## src/rtl/operand_fetch_if.sv

```systemverilog
// operand_fetch_if: key input, ROM port and operand outputs of the operand fetch sequencer
interface operand_fetch_if #(parameter int ADDR_W = 4);
  logic step_n;
  logic [ADDR_W:0] rom_addr;
  logic [7:0] rom_data;
  logic [7:0] OpA;
  logic [7:0] OpB;
  logic operand_valid;
  logic [ADDR_W-1:0] pair_index;
  modport master(input step_n, rom_data, output rom_addr, OpA, OpB, operand_valid, pair_index);
  modport slave(output step_n, rom_data, input rom_addr, OpA, OpB, operand_valid, pair_index);
endinterface

```

## src/rtl/operand_fetch.sv

```systemverilog
// operand_fetch: walks an operand ROM one even/odd pair per debounced key press
module operand_fetch #(
  parameter int ADDR_W = 4,
  parameter int DEBOUNCE_CYCLES = 500000
) (
  input logic clk,
  input logic reset_n,
  operand_fetch_if.master bus
);
  localparam int CW = $clog2(DEBOUNCE_CYCLES);
  typedef enum logic [1:0] {ADDR_A, LATCH_A, LATCH_B, HOLD} state_t;
  state_t state;
  logic [1:0] sync;
  logic key_s, key_d, press_evt, pending, valid, mismatch, settled;
  logic [CW-1:0] cnt;
  logic [ADDR_W-1:0] idx;
  logic [7:0] op_a, op_b;
  assign mismatch = sync[1] != key_s;
  assign settled = mismatch && cnt == CW'(DEBOUNCE_CYCLES - 1);
  always_ff @(posedge clk)
    if (!reset_n) begin
      sync <= 2'b11;
      key_s <= 1'b1;
      key_d <= 1'b1;
      cnt <= '0;
      press_evt <= 1'b0;
    end else begin
      sync <= {sync[0], bus.step_n};
      cnt <= (mismatch && !settled) ? cnt + 1'b1 : '0;
      if (settled) key_s <= sync[1];
      key_d <= key_s;
      press_evt <= key_d & ~key_s;
    end
  // a press arriving mid-fetch is remembered once and replayed from HOLD
  always_ff @(posedge clk)
    if (!reset_n) begin
      state <= ADDR_A;
      idx <= '0;
      op_a <= '0;
      op_b <= '0;
      valid <= 1'b0;
      pending <= 1'b0;
    end else begin
      if (press_evt && state != HOLD) pending <= 1'b1;
      case (state)
        ADDR_A: state <= LATCH_A;
        LATCH_A: begin
          op_a <= bus.rom_data;
          state <= LATCH_B;
        end
        LATCH_B: begin
          op_b <= bus.rom_data;
          valid <= 1'b1;
          state <= HOLD;
        end
        HOLD: if (press_evt || pending) begin
          idx <= idx + 1'b1;
          valid <= 1'b0;
          pending <= 1'b0;
          state <= ADDR_A;
        end
      endcase
    end
  assign bus.rom_addr = !reset_n ? '0 : {idx, state != ADDR_A};
  assign bus.OpA = op_a;
  assign bus.OpB = op_b;
  assign bus.operand_valid = valid;
  assign bus.pair_index = idx;
endmodule

```

## src/flat_wrapper.sv

```systemverilog
// flat-port wrapper written by rule: the top's interface ports become plain ports
module operand_fetch_flat 
#(
  parameter int ADDR_W = 4,
  parameter int DEBOUNCE_CYCLES = 500000
)
  (clk, reset_n, bus_step_n, bus_rom_data, bus_rom_addr, bus_OpA, bus_OpB, bus_operand_valid, bus_pair_index);
  operand_fetch_if #(.ADDR_W(ADDR_W)) bus_i ();
  input logic clk;
  input logic reset_n;
  input wire logic [$bits(bus_i.step_n)-1:0] bus_step_n;
  input wire logic [$bits(bus_i.rom_data)-1:0] bus_rom_data;
  output wire logic [$bits(bus_i.rom_addr)-1:0] bus_rom_addr;
  output wire logic [$bits(bus_i.OpA)-1:0] bus_OpA;
  output wire logic [$bits(bus_i.OpB)-1:0] bus_OpB;
  output wire logic [$bits(bus_i.operand_valid)-1:0] bus_operand_valid;
  output wire logic [$bits(bus_i.pair_index)-1:0] bus_pair_index;
  assign bus_i.step_n = bus_step_n;
  assign bus_i.rom_data = bus_rom_data;
  assign bus_rom_addr = bus_i.rom_addr;
  assign bus_OpA = bus_i.OpA;
  assign bus_OpB = bus_i.OpB;
  assign bus_operand_valid = bus_i.operand_valid;
  assign bus_pair_index = bus_i.pair_index;
  operand_fetch #(.ADDR_W(ADDR_W), .DEBOUNCE_CYCLES(DEBOUNCE_CYCLES)) u_core (.clk(clk), .reset_n(reset_n), .bus(bus_i));
endmodule
```

## config.mk

```make
export PLATFORM = sky130hd
export DESIGN_NAME = operand_fetch_flat
export DESIGN_NICKNAME = d
export VERILOG_FILES = /design/src/rtl/operand_fetch_if.sv /design/src/rtl/operand_fetch.sv /design/src/flat_wrapper.sv
export SDC_FILE = /design/constraint.sdc
export NUM_CORES = 1
export LEC_CHECK = 0
export CORE_ASPECT_RATIO = 0.8
export CORE_UTILIZATION = 25
export DETAILED_ROUTE_END_ITERATION = 8
export GPL_ROUTABILITY_DRIVEN = 0
export PLACE_DENSITY = 0.55
export SLEW_MARGIN = 15
export SYNTH_ARGS = -nofsm -noshare
export SYNTH_HDL_FRONTEND = slang
export SYNTH_SLANG_ARGS = --single-unit
export TNS_END_PERCENT = 100
```

## constraint.sdc

```tcl
create_clock -name clk -period 2.6 [get_ports clk]
set_clock_uncertainty 0.2 [all_clocks]
set_input_delay 0.52 -clock clk [delete_from_list [all_inputs] [get_ports clk]]
set_output_delay 0.52 -clock clk [all_outputs]
set_load 0.01 [all_outputs]
```

==> run_results.csv <==
group,metric,value,unit
floorplanning,die_h,82.9,um
detailed_routing,drt-initial-drc-count,53,
grt,grt_max_degree,28,
setup_path,worstSetupStartpoint,"u_core.state[0]$_SDFFE_PN0P_",
detailed_routing,detail_route.wirelength,3760,um
placement,pre_cts_ws,0.0404,ns
detailed_routing,topRoutingLayerUsed,"met4",
setup_path,critical_path_required,1.88,ns
sta,final-hold-violation-count,0,
power_and_ir_drop,p_clk_share,29.8,%
detailed_routing,routed-wl-met3,187,um
logic_synthesis,number_of_synthesized_register_bits,48,
setup_path,setup.worst_path.start_class,"flop",
logic_synthesis,ys_warn_count,0,
worst_hold_path,hold-path-endpoint,"u_core.press_evt$_SDFF_PN0_",
logic_synthesis,top_count_cell_post_synth,"dfxtp_1",
job,cap_violations,0,
clocking,path_clk_slew,0.09,ns
sta,rsz0062_at_grt,"no",
setup_path,worstSetupEndpointType,"output pin",
cells_and_area,n_fill_cell,841,
clocking,clock_insertion_delay_worst_skew,0.30,ns
clocking,clockBufferDepth,2,
grt,grtUsageTotal,9.51,%
cells_and_area,fin_util,33.8,%
placement,place.detailed.hpwl,2730,um
cells_and_area,final_area,2670,sq um
cells_and_area,layout-area-overhead-vs-synth,30.6,%
clocking,root_buffer,"clkbuf_8",
cells_and_area,antenna-diode-count,0,
clocking,numCtsBuffers,5,
worst_hold_path,holdPathStages,2,
setup_path,critical_path_class,"reg -> out",
floorplanning,floorplan.initialDensity,25.8,%
cells_and_area,area_of_the_multi_input_gates,1020,sq um
power_and_ir_drop,power_switching,0.486,mW
sta,final_max_slew_viols,0,
setup_path,critical_path_arrival,1.63,ns
floorplanning,placement_rows,29,
logic_synthesis,area_of_the_mapped_netlist,2040,sq um
sta,hold-worst-slack,0.219,ns
cells_and_area,net_total_in_the_final_layout,272,
logic_synthesis,ys_top_cells_by_count,"48 x dfxtp_1, 23 x nor2_1, 19 x nor2b_1, 16 x mux2i_1, 15 x xnor2_1",
grt,first_global_vias,1393,
power_and_ir_drop,power.share.combinational,23.7,%
detailed_routing,route.vias.total,1502,
setup_path,critPathMaxFanout,4,
logic_synthesis,netlist_instances,214,
power_and_ir_drop,peakVddDrop,0.000262,V
logic_synthesis,synth-async-reset-ratio,0,%
sta,tightestPinTransition,0.563,ns
power_and_ir_drop,intPower,1.34,mW
floorplanning,die_area,8550,sq um
logic_synthesis,synth_edf_count,0,
placement,port_buffers,36,
floorplanning,die-width,103,um
setup_path,r2r-start,"u_core.cnt[6]$_SDFF_PN0_",
placement,dpl_cell_area,2550,sq um
logic_synthesis,yosysTopAreaCellShare,47.0,%
grt,grt_pass1_wl,6510,um
logic_synthesis,mappedNetlistNets,231,
clocking,cts_max_level,2,
setup_path,timing.reg2reg.setup_slack,0.33,ns
worst_hold_path,timing.hold.worst.class,"reg -> reg",
detailed_routing,viasPerCell,4.13,
logic_synthesis,dominantRegCellSynth,"dfxtp_1",
detailed_routing,firstDrtPassIters,4,
sta,finalSetupViolCount,0,
cells_and_area,register_area,961,sq um
detailed_routing,met2_length,1630,um
sta,final_min_period_over_clock_period,90.4,%
power_and_ir_drop,power.switching_fraction,26.6,%
detailed_routing,routedLengthMet1,1930,um
power_and_ir_drop,total_leakage_power,0.862,nW
detailed_routing,route.detailed.drc,0,
setup_path,timing.rr.end,"u_core.key_s$_SDFFE_PN1P_",
setup_path,ff2ff_path_depth,4,
logic_synthesis,ys_top_cells_by_area,"dfxtp_1 47%, mux2i_1 7.8%, xnor2_1 6.4%, nor2b_1 5.8%, nor2_1 4.2%",
floorplanning,core,7910,sq um
cells_and_area,final_layout_size_suffix_gt1_share,5.86,%
run_status,status,"finished clean",
sta,max-slew-margin-rel,62.5,%
clocking,cts_sinks,48,
floorplanning,io_pins,37,
sta,setup_ws_final,0.250,ns
detailed_routing,routed_wirelength_normalized_by_instance_count,10.3,um
clocking,tritoncts,"done",
sta,tns,0,ns
logic_synthesis,synth.lib_cells_used.distinct,29,
sta,timing.fmax,425,MHz
detailed_routing,ant_nets,0,
grt,grt_antenna_before_repair,0,
grt,globalRoute.totalOverflow,0,
logic_synthesis,synth_top_area_cell,"dfxtp_1",
logic_synthesis,syn_avg_cell_area,9.55,sq um
power_and_ir_drop,sequentialPowerShare,46.6,%
worst_hold_path,worstHoldStart,"u_core.key_d$_SDFF_PN1_",
logic_synthesis,seq_area_frac_synth,47.0,%
power_and_ir_drop,powerDensity,684,nW/um^2
sta,final_period_minus_worst_setup_slack,2.35,ns
==> power by group through the flow <==
stage	Combinational (mW)	Sequential, mW	Clock, mW
final	0.432	0.850	0.543
after global routing	0.477	0.860	0.595
after CTS	0.440	0.852	0.571
after detailed placement	0.439	0.869	0
after global placement	0.438	0.867	0
after floorplan	0.230	0.889	0
==> registers in the layout (all words and copies together) (netlist names) <==
signal,count
u_core.cnt,19
u_core.press_evt,1
u_core.bus.OpB,8
u_core.state,2
u_core.sync,2
u_core.bus.OpA,8
u_core.pending,1
u_core.key_d,1
u_core.bus.operand_valid,1
u_core.key_s,1
u_core.bus.pair_index,4
==> layer usage <==
| layer | GRT usage, % | vias to the layer above |
|---|---|---|
| met5 | 0 | - |
| met4 | 1.92 | 0 |
| met3 | 2.78 | 2 |
| met2 | 14.3 | 31 |
| met1 | 13.4 | 670 |
| li1 | - | 799 |
==> cells by family after synthesis <==
group                      after synthesis  share of synthesized area, %
buffers and inverters                   14                          2.94
and+or+nand+nor                         98                          26.0
adders and majority gates                6                          3.67
AOI/OAI and AO/OA                       14                          4.71
DFF                                     48                          47.0
muxes                                   17                          8.38
xor gates and xnor gates                17                          7.28
==> cells in the final DEF (no fill, tap or decap), drive strengths merged, types with 4 or more instances in the layout <==
master,n
dfxtp,48
clkdlybuf4s50,35
nor2,23
nor2b,19
mux2i,16
xnor2,15
nand2,13
inv,9
nand3,8
and2,7
nand4,6
nor3,6
ha,6
a21oi,5
clkbuf,5
o21ai,4
nand2b,4
or4,4
buf,4
==> layout make-up <==
class	instances	area share [%]
clock buffers	5	2.58
clock inverters	3	1.73
inverters	8	1.12
multi-input cells	152	38.3
flip-flops and latches	48	36.0
well taps	108	5.06
repair buffers	40	15.2
==> through the flow <==
stage | std cells | power [mW]
final | 364 | 1.83
after global routing | 364 | 1.93
after CTS | 364 | 1.86
after detailed placement | 356 | 1.31
after global placement | 356 | 1.30
after floorplan | 214 | 1.12
==> worst max-delay path: stages, from the launching register on <==
cell and delay (ns):
dfxtp_1 0.40, inv_1 0.08, ha_1 0.22, nor2b_1 0.10, clkdlybuf4s50_1 0.53
==> what timing repair did <==
item | CTS | global route
hold buffers | 0 | 0
resized for setup | 0 | 1
setup endpoints to repair | 0 | 4
buffers inserted | 0 | 0
==> worst max-delay path by stage <==
| stage | to | slack (ns) | depth (start not counted) |
|---|---|---|---|
| 3_5_place_dp | bus_rom_addr[2] | 0.04 | 3 |
| 4_1_cts | bus_rom_addr[2] | 0.04 | 3 |
| 2_1_floorplan | u_core.cnt[11]$_SDFF_PN0_ | 0.43 | 5 |
| 3_3_place_gp | bus_rom_addr[3] | 0.04 | 3 |
| 5_1_grt | bus_rom_addr[0] | 0.13 | 4 |
| 6_report | bus_rom_addr[0] | 0.25 | 4 |
Power figures use the tool's default switching activity.
